File: src/rtl/if_fetch_pkg.sv
// Shared definitions for the instruction-fetch stage.
// Holds the fetch FSM state encoding, the NOP and reset-PC constants, and the
// RISC-V base opcode values that the decode stage also uses.
package if_fetch_pkg;

    // Fetch FSM state encoding
    typedef enum logic [1:0] {
        StFetch = 2'd0,
        StWait  = 2'd1,
        StHold  = 2'd2
    } fetch_state_e;

    // addi x0, x0, 0
    localparam logic [31:0] NopInstr       = 32'h0000_0013;
    localparam logic [31:0] DefaultResetPc = 32'h0000_0000;

    // RISC-V base opcodes (instr[6:0])
    localparam logic [6:0] OpcLoad   = 7'b000_0011;
    localparam logic [6:0] OpcMiscMem = 7'b000_1111;
    localparam logic [6:0] OpcOpImm  = 7'b001_0011;
    localparam logic [6:0] OpcAuipc  = 7'b001_0111;
    localparam logic [6:0] OpcStore  = 7'b010_0011;
    localparam logic [6:0] OpcOp     = 7'b011_0011;
    localparam logic [6:0] OpcLui    = 7'b011_0111;
    localparam logic [6:0] OpcBranch = 7'b110_0011;
    localparam logic [6:0] OpcJalr   = 7'b110_0111;
    localparam logic [6:0] OpcJal    = 7'b110_1111;
    localparam logic [6:0] OpcSystem = 7'b111_0011;

endpackage

File: src/rtl/if_pc_reg.sv
// Fetch program-counter register.
// Loads RESET_PC on reset, advances by 4 (modulo 2^32) on advance, and loads
// the word-aligned redirect target on redirect_valid (redirect wins).
// Ports:
//   clk, rst        clock, asynchronous active-high reset
//   advance         step fetch_pc by 4
//   redirect_valid  load redirect_pc with bits [1:0] cleared
//   redirect_pc     redirect target
//   fetch_pc        current fetch address
module if_pc_reg
    import if_fetch_pkg::*;
#(
    parameter logic [31:0] RESET_PC = DefaultResetPc
) (
    input  logic        clk,
    input  logic        rst,
    input  logic        advance,
    input  logic        redirect_valid,
    input  logic [31:0] redirect_pc,
    output logic [31:0] fetch_pc
);

    logic [31:0] pc_q;
    logic [31:0] pc_d;

    always_comb begin
        pc_d = pc_q;
        if (redirect_valid) begin
            pc_d = redirect_pc & ~32'h0000_0003;
        end else if (advance) begin
            pc_d = pc_q + 32'd4; // wraps naturally at 2^32
        end
    end

    always_ff @(posedge clk or posedge rst) begin
        if (rst) begin
            pc_q <= RESET_PC;
        end else begin
            pc_q <= pc_d;
        end
    end

    assign fetch_pc = pc_q;

endmodule

File: src/rtl/if_fetch.sv
// Instruction-fetch stage for the unpipelined RISC-V core.
// Issues one request at a time to instruction memory, holds the returned word
// for decode, and honours redirects from execute and stalls from decode.
// Ports:
//   clk, rst                     clock, asynchronous active-high reset
//   imem_req_valid/ready         request handshake, imem_addr word-aligned
//   imem_rsp_valid/data          response, one per accepted request
//   redirect_valid/redirect_pc   restart fetch at target (highest priority)
//   id_ready                     decode consumes the held instruction
//   instr_valid, instrCode,      held instruction and its address / address+4
//   PC, PC_4
module if_fetch
    import if_fetch_pkg::*;
#(
    parameter logic [31:0] RESET_PC  = DefaultResetPc,
    parameter logic [31:0] NOP_INSTR = NopInstr
) (
    input  logic        clk,
    input  logic        rst,
    output logic        imem_req_valid,
    input  logic        imem_req_ready,
    output logic [31:0] imem_addr,
    input  logic        imem_rsp_valid,
    input  logic [31:0] imem_rsp_data,
    input  logic        redirect_valid,
    input  logic [31:0] redirect_pc,
    input  logic        id_ready,
    output logic        instr_valid,
    output logic [31:0] instrCode,
    output logic [31:0] PC,
    output logic [31:0] PC_4
);

    fetch_state_e state_q, state_d;
    logic         kill_q, kill_d;
    logic         valid_q, valid_d;
    logic [31:0]  instr_q, instr_d;
    logic [31:0]  pc_q, pc_d;
    logic [31:0]  pc4_q, pc4_d;
    logic         advance;
    logic [31:0]  fetch_pc;

    if_pc_reg #(
        .RESET_PC (RESET_PC)
    ) u_pc_reg (
        .clk            (clk),
        .rst            (rst),
        .advance        (advance),
        .redirect_valid (redirect_valid),
        .redirect_pc    (redirect_pc),
        .fetch_pc       (fetch_pc)
    );

    assign imem_req_valid = (state_q == StFetch);
    assign imem_addr      = {fetch_pc[31:2], 2'b00};

    always_comb begin
        state_d = state_q;
        kill_d  = kill_q;
        valid_d = valid_q;
        instr_d = instr_q;
        pc_d    = pc_q;
        pc4_d   = pc4_q;
        advance = 1'b0;

        if (redirect_valid) begin
            // Any held or in-flight instruction belongs to the old path.
            valid_d = 1'b0;
            instr_d = NOP_INSTR;
            unique case (state_q)
                StFetch: begin
                    if (imem_req_ready) begin
                        // Request leaves this cycle; its response must be dropped.
                        state_d = StWait;
                        kill_d  = 1'b1;
                    end
                end
                StWait: begin
                    if (imem_rsp_valid) begin
                        state_d = StFetch;
                        kill_d  = 1'b0;
                    end else begin
                        kill_d  = 1'b1;
                    end
                end
                StHold: begin
                    state_d = StFetch;
                end
                default: begin
                    state_d = StFetch;
                    kill_d  = 1'b0;
                end
            endcase
        end else begin
            unique case (state_q)
                StFetch: begin
                    if (imem_req_ready) begin
                        state_d = StWait;
                    end
                end
                StWait: begin
                    if (imem_rsp_valid) begin
                        if (kill_q) begin
                            kill_d  = 1'b0;
                            state_d = StFetch;
                        end else begin
                            valid_d = 1'b1;
                            instr_d = imem_rsp_data;
                            pc_d    = fetch_pc;
                            pc4_d   = fetch_pc + 32'd4;
                            state_d = StHold;
                        end
                    end
                end
                StHold: begin
                    if (id_ready) begin
                        advance = 1'b1;
                        valid_d = 1'b0;
                        instr_d = NOP_INSTR;
                        state_d = StFetch;
                    end
                end
                default: begin
                    state_d = StFetch;
                    kill_d  = 1'b0;
                end
            endcase
        end
    end

    always_ff @(posedge clk or posedge rst) begin
        if (rst) begin
            state_q <= StFetch;
            kill_q  <= 1'b0;
            valid_q <= 1'b0;
            instr_q <= NOP_INSTR;
            pc_q    <= 32'd0;
            pc4_q   <= 32'd0;
        end else begin
            state_q <= state_d;
            kill_q  <= kill_d;
            valid_q <= valid_d;
            instr_q <= instr_d;
            pc_q    <= pc_d;
            pc4_q   <= pc4_d;
        end
    end

    assign instr_valid = valid_q;
    assign instrCode   = instr_q;
    assign PC          = pc_q;
    assign PC_4        = pc4_q;

endmodule

File: config.mk
export PLATFORM = sky130hd
export DESIGN_NAME = if_fetch
export DESIGN_NICKNAME = d
export VERILOG_FILES = /design/src/rtl/if_fetch_pkg.sv /design/src/rtl/if_pc_reg.sv /design/src/rtl/if_fetch.sv
export SDC_FILE = /design/constraint.sdc
export NUM_CORES = 1
export LEC_CHECK = 0
export CORE_AREA = 2 2 91 129
export DETAILED_ROUTE_END_ITERATION = 12
export DIE_AREA = 0 0 93 131
export DONT_BUFFER_PORTS = 1
export PLACE_DENSITY = 0.69
export SYNTH_ARGS = -nofsm -noshare
export SYNTH_HDL_FRONTEND = slang
export SYNTH_SLANG_ARGS = --single-unit
File: constraint.sdc
create_clock -name clk -period 5 [get_ports clk]
set_input_delay 1 -clock clk [delete_from_list [all_inputs] [get_ports clk]]
set_output_delay 1 -clock clk [all_outputs]
set_load 0.01 [all_outputs]
==> reports/qor.yml, run 1 <==
floorplan:
  fp.dieH_um: 131
  start_util_pct: 53.80
  die_x_um: 93
  dieArea_mm2: 0.01218
  core_mm2: 0.01105
  rows: 46
  ios: 200
power_and_ir_drop:
  ir_drop_uv: 271.9
  power.density_mw_per_mm2: 536.1
  comb_power_share_pct: 12.6
  pwr-share-clk_pct: 37.8
  switchingPower_mw: 1.097
  internal_power_mw: 2.354
  p_sw_share_pct: 31.78
  power_frac_seq_pct: 49.6
  leakagePower_nw: 2.778
final_layout:
  layout.nets: 643
  post-route-cell-area_mm2: 0.006437
  antenna_cells: 0
  drive_above_1_share_pct: 9.418
  syn_to_final_growth_pct: 8.270
  layout_commonest_cell: "nand2_1"
  final_cell_mix: "125 x nand2_1, 123 x dfrtp_1, 38 x o21ai_0"
timing:
  timing.max_slew.rel_slack_pct: 22.84
  slew_violations: 0
  hold_ws_ns: 0.5488
  fmax_mhz: 367.5
  fin_crit_sh_pct: 54.42
  tightest_slew_ns: 1.157
  setup_ws_ns: 2.279
  final-setup-viol-count: 0
  clock_skew_ns: 0.01475
  hold_viol: 0
  tns_ns: 0
  grt_setup_unrepaired: "false"
  period_needed_ns: 2.721
placed_design:
  place.gp.congestion: 0.8506
  io_buffers: 0
  dp_hpwl_um: 10670
  dp_slack_ns: 1.991
  placed_area_mm2: 0.005807
logic_synthesis:
  synth_warnings: 0
  ys_ff_latch: 126
  ys.flop_type: "dfrtp_1"
  synth_area_per_cell_um2: 9.860
  synth_edf_count: 0
  synthArstFlopShare_pct: 100.0
  syn_inst: 603
  yosysSeqAreaShare_pct: 53.09
  syn_area_mm2: 0.005946
  ys_types: 58
global_routing:
  grt_first_pass_wirelength_um: 23670
  grt.total_usage_pct: 25.67
  grt_pass1_vias: 4258
  overflow: 0
  antenna_found_initial: 0
  grt_max_degree: 90
clock_network:
  root_buffer: "clkbuf_16"
  cts.sink_count: 126
  postCtsSetupRepairBufs: 0
  cts_made_buffers: 17
  worstSkewPairLatency_ns: 0.42
  clk_path_buf_depth: 2
  cts_tree: "done"
  cts.htree.levels: 4
  cts_repair_resize_count: 0
  cts_hold_buf: 0
  clk_pin_slew_ns: 0.05
worst_hold_path:
  hold_end: "PC[31]"
  hold_path_depth: 1
  hold_class: "reg2reg"
  hold_start: "PC[31]"
setup_path:
  critPathRequiredTime_ns: 5.33
  r2r_start: "u_pc_reg.fetch_pc[2]"
  path_cells: "ha_1 > nand3_4 > or4_1 > or4_1 > a31oi_1"
  reg2reg_depth: 5
  critPathKind: "reg2reg"
  worstPathArrival_ns: 3.05
  worstPathMaxFanout: 17
  reg2reg_to: "u_pc_reg.fetch_pc[24]"
  cp_common_cell: "or4_1"
  start_kind: "flop"
  cpPeakStageDelay_ns: 0.84
  worst_path_max_delay_cell: "or4_1"
  critPathTopFamily: "simple AND/OR/NAND/NOR gates"
  r2r_slack_ns: 2.28
  end_kind: "flop"
  cp_num_buf_inv: 0
routing:
  vias: 4408
  first_pass_iters: 5
  wl_per_cell_um: 21.10
  drt-total-wl_um: 15360
  ant_nets: 0
  via_per_inst: 6.055
  post-route-drc-count: 0
  first_iter_violations: 252
status:
  status: "finished, final reports clean"
flow_run:
  maxCapViolCount: 0
[layer usage]
layer  track usage [%]  share of wire [%]
met4             10.12                1.9
met3             8.601                8.5
met5                 0                  0
met1             29.61                 37
met2             44.20                 52
[through the flow]
step	std cells	total power, mW	utilization (%)
floorplan	608	2.014	-
global placement	697	2.140	52.55
detailed placement	697	2.176	52.55
CTS	728	3.489	58.25
global route	728	3.628	58.25
finish	728	3.451	58.25
[worst reg2reg max path, stage by stage (launching register included)]
cell and delay [ns]:
dfrtp_1 0.55, ha_1 0.33, nand3_4 0.16, or4_1 0.84, or4_1 0.58, a31oi_1 0.18
[registers in the layout, summed over array words and instances, names as in the netlist]
signal / flops
state_q: 2
instr_valid: 1
instrCode: 32
PC: 30
u_pc_reg.fetch_pc: 30
PC_4: 30
kill_q: 1
[cell usage after synthesis (2+ instances only)]
cell type	number	share of area, %
nand4_1	9	0.95
inv_1	5	0.32
a22o_1	29	4.3
buf_6	7	1.3
buf_4	12	1.5
a31oi_1	29	3.1
dfrtp_1	123	52
nor3_1	4	0.34
clkbuf_2	4	0.34
o22a_1	3	0.44
dfstp_2	3	1.3
a21o_1	3	0.38
buf_2	4	0.34
o211ai_1	4	0.51
or2_2	2	0.21
nand4_2	2	0.42
nor2_1	38	2.4
and4_1	2	0.29
a21oi_1	2	0.17
nand2b_1	2	0.21
clkbuf_8	2	0.46
xor2_1	7	1.0
nand3_1	14	1.2
and3_1	2	0.21
o21ai_0	38	3.2
nand3b_1	2	0.25
o31ai_1	16	2.0
or3_2	4	0.51
nand2_1	125	7.9
xnor2_1	15	2.2
clkbuf_1	27	1.7
or4_1	25	3.2
or3_1	11	1.2
nor4_1	3	0.32
nor3b_1	2	0.25
[power by group through the flow]
stage / Clock (mW) / Combinational (mW) / Sequential, mW
6_report: 1.30 / 0.436 / 1.71
5_1_grt: 1.37 / 0.508 / 1.75
4_1_cts: 1.32 / 0.442 / 1.72
3_5_place_dp: 0 / 0.440 / 1.74
3_3_place_gp: 0 / 0.415 / 1.73
2_1_floorplan: 0 / 0.404 / 1.61
[layout make-up]
type	count	area, um^2
clock inverter	11	163.9
inverter	6	27.53
sequential	126	3157
fill	972	4613
multi-input combinational	416	2405
timing repair buffer	5	37.54
tap	144	180.2
clock buffer	20	466.7
[worst max-delay path by stage]
stage / start / to / slack, ns / depth (start not counted)
2_1_floorplan: rst / PC[10] / 0.65 / 1
3_5_place_dp: imem_rsp_valid / PC_4[28] / 1.99 / 5
5_1_grt: state_q[1] / PC_4[28] / 2.13 / 5
3_3_place_gp: imem_rsp_valid / PC_4[30] / 2.07 / 5
6_report: u_pc_reg.fetch_pc[2] / u_pc_reg.fetch_pc[24] / 2.28 / 5
4_1_cts: u_pc_reg.fetch_pc[2] / u_pc_reg.fetch_pc[26] / 2.27 / 5
[kinds of logic (layout without fill, tap and decap cells)]
logic type | count (synthesis) | count (layout) | share of synthesized area, %
and+or+nand+nor | 256 | 256 | 21.46
AOI/OAI and AO/OA | 130 | 130 | 14.82
DFF | 126 | 126 | 53.09
buffers and inverters | 66 | 42 | 6.945
xor gates and xnor gates | 22 | 22 | 3.241
adders and majority gates | 1 | 1 | 0.2104
other | 1 | 6 | 0.06307
muxes | 1 | 1 | 0.1684
Power figures use the tool's default switching activity.
==> run 2: changes to the inputs <==
Settings changed: PLACE_DENSITY 0.69 to 0.72.
Clock period 5 ns to 2.3 ns, I/O delays scaled along.
==> reports/qor.yml, run 2 (synthesized netlist as in run 1, its figures left out) <==
status:
  status: "finished, final reports clean"
clock_network:
  root_buffer: "clkbuf_16"
  cts_hold_buf: 0  # unchanged
  postCtsSetupRepairBufs: 0  # unchanged
  clk_pin_slew_ns: 0.06  # about the same
  worstSkewPairLatency_ns: 0.41  # about the same
  clk_path_buf_depth: 2  # unchanged
  cts.htree.levels: 4  # unchanged
  cts.sink_count: 126  # unchanged
  cts_made_buffers: 17  # unchanged
  cts_tree: "done"
setup_path:
  reg2reg_to: "u_pc_reg.fetch_pc[27]"
  path_cells: "nand4_2 > or4_4 > or4_1 > a31oi_1"
  worstPathMaxFanout: 10  # -7
  worstPathArrival_ns: 2.52  # -0.53 ns
  r2r_start: "u_pc_reg.fetch_pc[11]"
  cpPeakStageDelay_ns: 0.67  # -0.17 ns
  start_kind: "flop"
  critPathRequiredTime_ns: 2.62  # -2.71 ns
  critPathTopFamily: "simple AND/OR/NAND/NOR gates"
  worst_path_max_delay_cell: "or4_4"
  cp_num_buf_inv: 0  # unchanged
  path_depth: 4  # -1
  critPathKind: "reg2reg"
  end_kind: "flop"
  reg2reg_depth: 4  # -1
  r2r_slack_ns: 0.1  # -2.18 ns
routing:
  first_iter_violations: 262  # +4.0%
  drt-total-wl_um: 15820  # +3.0%
  wl_met2_um: 8154  # +1.1%
  post-route-drc-count: 0  # unchanged
  wl_met3_um: 1535  # +18%
  first_pass_iters: 4  # -1
  ant_nets: 0  # unchanged
  via_per_inst: 6.105  # +0.83%
  top_layer: "met4"
  wl_met1_um: 5761  # +1.1%
  wl_per_cell_um: 20.55  # -2.6%
  vias: 4701  # +6.6%
placed_design:
  place_inst: 737  # +5.7%
  place.gp.congestion: 0.8396  # -1.3%
  dp_hpwl_um: 11020  # +3.3%
  io_buffers: 0  # unchanged
  dp_slack_ns: 0.01226  # -1.978 ns
  placed_area_mm2: 0.006131  # +5.6%
power_and_ir_drop:
  power_frac_seq_pct: 47.4  # -2.2 points
  power.density_mw_per_mm2: 1121  # +110%
  switchingPower_mw: 2.453  # +120%
  leakagePower_nw: 2.968  # +6.8%
  ir_drop_uv: 635.4  # +130%
  pwr-share-clk_pct: 37.4  # -0.4 points
  internal_power_mw: 5.155  # +120%
  p_total_mw: 7.608  # +120%
  p_sw_share_pct: 32.24  # +0.46 points
  comb_power_share_pct: 15.2  # +2.6 points
global_routing:
  grt_first_pass_wirelength_um: 24100  # +1.8%
  grt_max_degree: 80  # -11%
  overflow: 0  # unchanged
  grt_pass1_vias: 4553  # +6.9%
  antenna_found_initial: 0  # unchanged
  grt.total_usage_pct: 25.79  # +0.12 points
flow_run:
  maxCapViolCount: 0  # unchanged
floorplan:
  rows: 46  # unchanged
  start_util_pct: 53.80  # unchanged
  ios: 200  # unchanged
  core_mm2: 0.01105  # unchanged
  die_x_um: 93  # unchanged
  fp.dieH_um: 131  # unchanged
  dieArea_mm2: 0.01218  # unchanged
final_layout:
  antenna_cells: 0  # unchanged
  layout.nets: 684  # +6.4%
  finalNonFillerCells: 770  # +5.8%
  post-route-cell-area_mm2: 0.006785  # +5.4%
  largest_register_ffs: 32  # unchanged
  syn_to_final_growth_pct: 14.12
  drive_above_1_share_pct: 16.13  # +6.7 points
  layout_commonest_cell: "nand2_1"
  final_cell_mix: "125 x nand2_1, 122 x dfrtp_1, 43 x buf_4"
timing:
  slew_violations: 0  # unchanged
  period_needed_ns: 2.203  # -0.5176 ns
  setup_ws_ns: 0.09666  # -2.182 ns
  fmax_mhz: 453.9  # +23%
  hold_viol: 0  # unchanged
  final-setup-viol-count: 0  # unchanged
  fin_crit_sh_pct: 95.80  # +41 points
  clock_skew_ns: 0.007151  # -0.007600 ns
  tightest_slew_ns: 1.084  # -0.07322 ns
  timing.max_slew.rel_slack_pct: 27.72  # +4.9 points
worst_hold_path:
  hold_class: "in2async"
-- run 2: cell types whose count changed in the layout (fill, tap and decap cells not counted) --
cell and delta:
dfrtp_1 -1, or4_4 +4, dfrtp_2 +1, clkinv_4 +1
clkinvlp_4 +3, buf_12 +2, or4_1 -3, clkbuf_8 -2
buf_4 +38, clkinv_2 -1
-- run 2: how the worst max path moves through the flow --
stage / endpoint / from
after floorplan: u_pc_reg.fetch_pc[26] / u_pc_reg.fetch_pc[2]
after global placement: u_pc_reg.fetch_pc[16] / u_pc_reg.fetch_pc[2]
after detailed placement: u_pc_reg.fetch_pc[26] / u_pc_reg.fetch_pc[2]
after CTS: PC_4[22] / u_pc_reg.fetch_pc[2]
after global routing: u_pc_reg.fetch_pc[27] / u_pc_reg.fetch_pc[11]
final: u_pc_reg.fetch_pc[27] / u_pc_reg.fetch_pc[11]
-- run 2: metal layers --
layer	track usage, %	vias up
li1	-	2151
met2	44.12	216
met3	9.862	27
met5	0	-
met4	8.910	0
met1	29.78	2307
-- run 2: per-stage QoR --
step | hold WS (ns) | TNS, ns | util (%)
2_1_floorplan | 0.5139 | 0 | -
3_3_place_gp | 0.4851 | 0 | 55.48
3_5_place_dp | 0.4917 | 0 | 55.48
4_1_cts | 0.05549 | 0 | 61.22
5_1_grt | 0.06007 | -0.002438 | 61.40
6_report | 0.01941 | 0 | 61.40
-- run 2: power groups by stage --
stage          sequential (mW)  clock (mW)  combinational (mW)
2_1_floorplan             3.50           0               0.878
3_3_place_gp              3.63           0                1.11
3_5_place_dp              3.66           0                1.16
4_1_cts                   3.63        2.88                1.17
5_1_grt                   3.68        2.98                1.32
6_report                  3.61        2.84                1.16
-- run 2: area by class of cell --
| type | count | area, um^2 |
|---|---|---|
| well taps | 144 | 180.2 |
| clock buffers | 18 | 439.2 |
| clock inverters | 14 | 191.4 |
| multi-input cells | 417 | 2427 |
| flip-flops and latches | 126 | 3158 |
| fillers | 953 | 4265 |
| repair buffers | 45 | 362.8 |
| inverters | 6 | 26.28 |
-- run 2: what timing repair did --
| action | CTS | global route |
|---|---|---|
| gates cloned | 0 | 1 |
| setup endpoints to repair | 2 | 8 |
| resized for setup | 1 | 4 |
| endpoints found under the hold margin | 0 | 0 |
| pin swaps | 0 | 1 |
==> edit 1 (settings of run 2) <==
The 3 states of `fetch_state_e` get a one-hot encoding in 3 bits.
--- a/src/rtl/if_fetch_pkg.sv
+++ b/src/rtl/if_fetch_pkg.sv
@@ -4,10 +4,10 @@
 package if_fetch_pkg;
 
     // Fetch FSM state encoding
-    typedef enum logic [1:0] {
-        StFetch = 2'd0,
-        StWait  = 2'd1,
-        StHold  = 2'd2
+    typedef enum logic [2:0] {
+        StFetch = 3'b001,
+        StWait  = 3'b010,
+        StHold  = 3'b100
     } fetch_state_e;
 
     // addi x0, x0, 0
Check against the original RTL: same outputs for any inputs over 4 cycles, from zero or initial values and one cycle with rst high; so few cycles prove little.
==> edit 1 against run 2 <==
Total power decreased by 3.8%. Routed wire length shrank 5.0%. First-iteration DRC count fell by 21%. Combinational power shrank 20%. Design area down 1.3%. Highest routed layer unchanged. Setup slack improved by 0.12 ns. Sequential cell count increased by 1. Clock skew is 0.0024 ns higher. Count of clock-buffer cells in the layout shrank 1. Critical path type unchanged. Synthesized area down 1.7%. Sequential share of layout area grew 0.99 points. Largest cell class unchanged.
==> edit 1: results (changes against run 2) <==
worst_setup_path:
  r2r_start: "u_pc_reg.fetch_pc[3]$_DFFE_PP0P_"
  crit_fanout: 9  # -1
  r2r_end: "u_pc_reg.fetch_pc[30]$_DFFE_PP0P_"
  reg2reg_slack_ns: 0.21  # +0.12 ns
synthesis:
  synth_compound_area_frac: 0.110  # -0.0378
  synth-xor-area-share: 0.0840  # +0.0516
  synthTopCellsByArea: "dfrtp_1 (53%), nand2_1 (10%), xor2_1 (5.4%), o21ai_0 (5.0%), a22o_1 (4.3%)"
  ys_seq_area_frac: 0.545  # +0.0139
  synth_mux_area_frac: 0.00171  # +0.0000299
  synth_fa_ha_area_frac: 0.00214  # +0.0000374
  netlist_top_cells_count: "nand2_1 (161), dfrtp_1 (123), o21ai_0 (58), clkbuf_1 (40), xor2_1 (36)"
  yosysUniqueCellTypes: 43  # -26%
place:
  dp_hpwl_um: 10400  # -5.3%
  gp_congestion: 0.789  # -6.1%
  place_area_um2: 6070  # -1.0%
power_and_ir_drop:
  p_leak_nw: 3.02  # +1.9%
  ir_worst_vdd_mv: 0.555  # -13%
final_layout:
  largest_reg_flops: 32  # unchanged
  final_nets: 678  # -0.88%
  diodes: 0  # unchanged
timing:
  fin_skew_ns: 0.00953  # +0.00238 ns
  slew_headroom: 0.503  # +0.226
global_route:
  grt_pass1_vias: 4519  # -0.75%
  grt_pass1_wl_um: 23400  # -2.8%
  grt.total_usage: 0.250  # -0.00751
  grt_max_degree: 128  # +60%
detailed_routing:
  drt_iter0_markers: 206  # -21%
  drt-total-wl_um: 15000  # -5.0%
  routed_via_density: 5.80  # -5.0%
outcome:
  outcome: "finished, final reports clean"
==> edit 1: through the flow <==
stage,instances,hold WS (ns),setup WS [ns]
after global placement,732,0.525,0.220
after detailed placement,732,0.535,0.133
final,764,0.0565,0.213
after global routing,764,0.126,0.0676
after floorplan,616,0.492,0.276
after CTS,764,0.131,0.116
==> edit 1: how the worst max path moves through the flow <==
| stage | from | endpoint | cells after the start | slack, ns |
|---|---|---|---|---|
| 2_1_floorplan | rst | PC[10]$_DFFE_PP0P_ | 1 | 0.28 |
| 3_3_place_gp | state_q[0]$_DFFE_PP1P_ | instrCode[3]$_DFFE_PP0P_ | 4 | 0.22 |
| 3_5_place_dp | state_q[0]$_DFFE_PP1P_ | instrCode[29]$_DFFE_PP0P_ | 4 | 0.13 |
| 4_1_cts | state_q[0]$_DFFE_PP1P_ | instrCode[27]$_DFFE_PP0P_ | 4 | 0.12 |
| 5_1_grt | u_pc_reg.fetch_pc[3]$_DFFE_PP0P_ | u_pc_reg.fetch_pc[26]$_DFFE_PP0P_ | 7 | 0.07 |
| 6_report | u_pc_reg.fetch_pc[3]$_DFFE_PP0P_ | u_pc_reg.fetch_pc[30]$_DFFE_PP0P_ | 7 | 0.21 |
==> edit 1: area by class of cell <==
cell class / count / area, um^2
multi-input combinational: 427 / 2430
fill: 948 / 4350
clock inverter: 15 / 200
tap: 144 / 180
sequential: 127 / 3180
clock buffer: 17 / 425
inverter: 4 / 18.8
timing repair buffer: 30 / 263
==> edit 1: cells by family (layout without fill, tap and decap cells) <==
logic type	after synthesis	in the layout
AND/OR/NAND/NOR	262	262
buffers and inverters	62	66
adder cells (fa/ha/maj)	1	1
XOR/XNOR	56	56
multiplexers	1	1
other	1	6
AO/OA/AOI/OAI	101	101
flip-flops	127	127
==> edit 1: power by group through the flow <==
stage	Clock [mW]	Combinational (mW)	Sequential (mW)
6_report	2.83	0.927	3.57
5_1_grt	2.97	1.09	3.64
4_1_cts	2.87	0.938	3.58
3_5_place_dp	0	0.929	3.62
3_3_place_gp	0	0.876	3.58
2_1_floorplan	0	0.774	3.39
==> edit 1: what timing repair did <==
action	CTS	global route
endpoints found under the setup margin	0	29
setup buffers	0	0
resized for setup	0	1
==> edit 1: worst max-delay path, stage by stage, from the launching register on <==
cell and delay (ns):
dfrtp_1 0.46, ha_1 0.28, nand3_1 0.24, nor4_4 0.34, buf_4 0.21, nand4_1 0.12, xor2_1 0.16, o21ai_0 0.17
==> edit 1: layer usage <==
metal,wire [um],vias up,track usage
met5,0,-,0
met4,457,0,0.108
met3,1040,30,0.0894
met2,7730,166,0.420
met1,5790,2197,0.291
li1,-,2037,-
==> edit 2 (settings of run 2) <==
Made on the original files. Make the reset (`rst`) synchronous in 2 clocked blocks. Comments in the files are not updated.
--- a/src/rtl/if_pc_reg.sv
+++ b/src/rtl/if_pc_reg.sv
@@ -32,7 +32,7 @@
         end
     end
 
-    always_ff @(posedge clk or posedge rst) begin
+    always_ff @(posedge clk) begin
         if (rst) begin
             pc_q <= RESET_PC;
         end else begin
--- a/src/rtl/if_fetch.sv
+++ b/src/rtl/if_fetch.sv
@@ -128,7 +128,7 @@
         end
     end
 
-    always_ff @(posedge clk or posedge rst) begin
+    always_ff @(posedge clk) begin
         if (rst) begin
             state_q <= StFetch;
             kill_q  <= 1'b0;
Behaviour: differs if rst is asserted again (counterexample within 4 cycles, from zero or initial values and one cycle with rst high); with rst held inactive, the same outputs for 4 cycles.
==> edit 2 against run 2 <==
Die area did not move. Synthesized cell count grew 13%. Synthesized area down 5.2%. Non-clock buffer count decreased by 3. Design area decreased by 5.1%. Setup slack gained 0.043 ns. Sequential cell count did not move. Routed wire length increased by 3.8%. Critical path type unchanged. Largest cell class is now multi-input combinational cells.
Power is not compared: it rests on default switching activity, and its combinational part moved more than twofold at a synthesized area within 25%.
==> edit 2: results (changes against run 2) <==
detailed_routing:
  drt_iter0_markers: 325  # +24%
  met3_length_um: 1270  # -17%
  routed_via_density: 6.18  # +1.3%
  drt_first_pass_iters: 5  # +1
  routed-wl-met2_um: 8760  # +7.5%
  wl_met1_um: 5880  # +2.1%
global_route:
  grt.total_usage: 0.267  # +0.00887
  use_met1: 0.273  # -0.0246
  antenna_found_initial: 0  # unchanged
  grt_pass1_wl_um: 25800  # +7.0%
  grt_use_met3: 0.0866  # -0.0120
  use_met2: 0.497  # +0.0563
  grt_max_degree: 99  # +24%
  grt_pass1_vias: 5152  # +13%
cts:
  clockBufferDepth: 2  # unchanged
synthesis:
  synth_compound_area_frac: 0.205  # +0.0570
  synth_fa_ha_area_frac: 0.00222  # +0.000116
  ys_seq_area_frac: 0.448  # -0.0832
  yosysUniqueCellTypes: 49  # -16%
  synth-xor-area-share: 0.0326  # +0.000237
  netlist_top_cells_count: "dfxtp_1 (126), nor2_1 (91), nand2_1 (88), clkbuf_1 (49), a21oi_1 (41)"
  async_reset_ff_frac: 0  # -1.00
  synth_mux_area_frac: 0  # -0.00168
  synthTopCellsByArea: "dfxtp_1 (45%), nor2_1 (6.1%), nand2_1 (5.9%), a311oi_1 (4.5%), a22oi_1 (3.9%)"
worst_setup_path:
  r2r_cells: 5  # +1
  slowest_delay_ns: 0.57  # -0.10 ns
  critPathLaunch: "u_pc_reg.fetch_pc[2]$_SDFFE_PP0P_"
  reg2reg_slack_ns: 0.14  # +0.04 ns
  r2r_end: "u_pc_reg.fetch_pc[28]$_SDFFE_PP0P_"
  critPathArrivalTime_ns: 2.47  # -0.05 ns
worst_hold_path:
  hold_class: "input port to flop"
  worstHoldPathCells: 1
place:
  dp_hpwl_um: 11600  # +5.4%
  gp_congestion: 0.824  # -1.8%
  place_area_um2: 5830  # -5.0%
  io_buffers: 0  # unchanged
timing:
  fin_hold_ws_ns: 0.124  # +0.105 ns
  slew_headroom: 0.271  # -0.00648
  period_needed_ns: 2.16  # -0.0429 ns
  fin_skew_ns: 0.00957  # +0.00242 ns
final_layout:
  fillers: 1012  # +6.2%
  drive_above_1_share: 0.126  # -0.0358
  final_nets: 743  # +8.6%
outcome:
  outcome: "finished, final reports clean"
-- edit 2: stage by stage --
step,std cells,util,power [mW]
6_report,829,0.583,5.47
5_1_grt,829,0.583,5.67
4_1_cts,829,0.582,5.50
3_5_place_dp,797,0.527,2.79
3_3_place_gp,797,0.527,2.77
2_1_floorplan,686,-,2.69
-- edit 2: layout make-up --
class / instances / area share
clock buffers: 18 / 0.0682
clock inverters: 14 / 0.0259
inverters: 10 / 0.00583
multi-input cells: 475 / 0.429
flip-flops and latches: 126 / 0.392
well taps: 144 / 0.0280
repair buffers: 42 / 0.0509
-- edit 2: power by group --
group | leakage [nW] | switching, mW | internal [mW] | total (mW)
clock | 0.288 | 1.00 | 1.73 | 2.73
sequential | 1.03 | 0.105 | 2.26 | 2.37
combinational | 0.768 | 0.223 | 0.151 | 0.374
total | 2.08 | 1.33 | 4.14 | 5.47
-- edit 2: repair_timing --
action	in CTS	in global routing
hold endpoints to repair	0	0
resized for setup	0	1
endpoints found under the setup margin	0	2
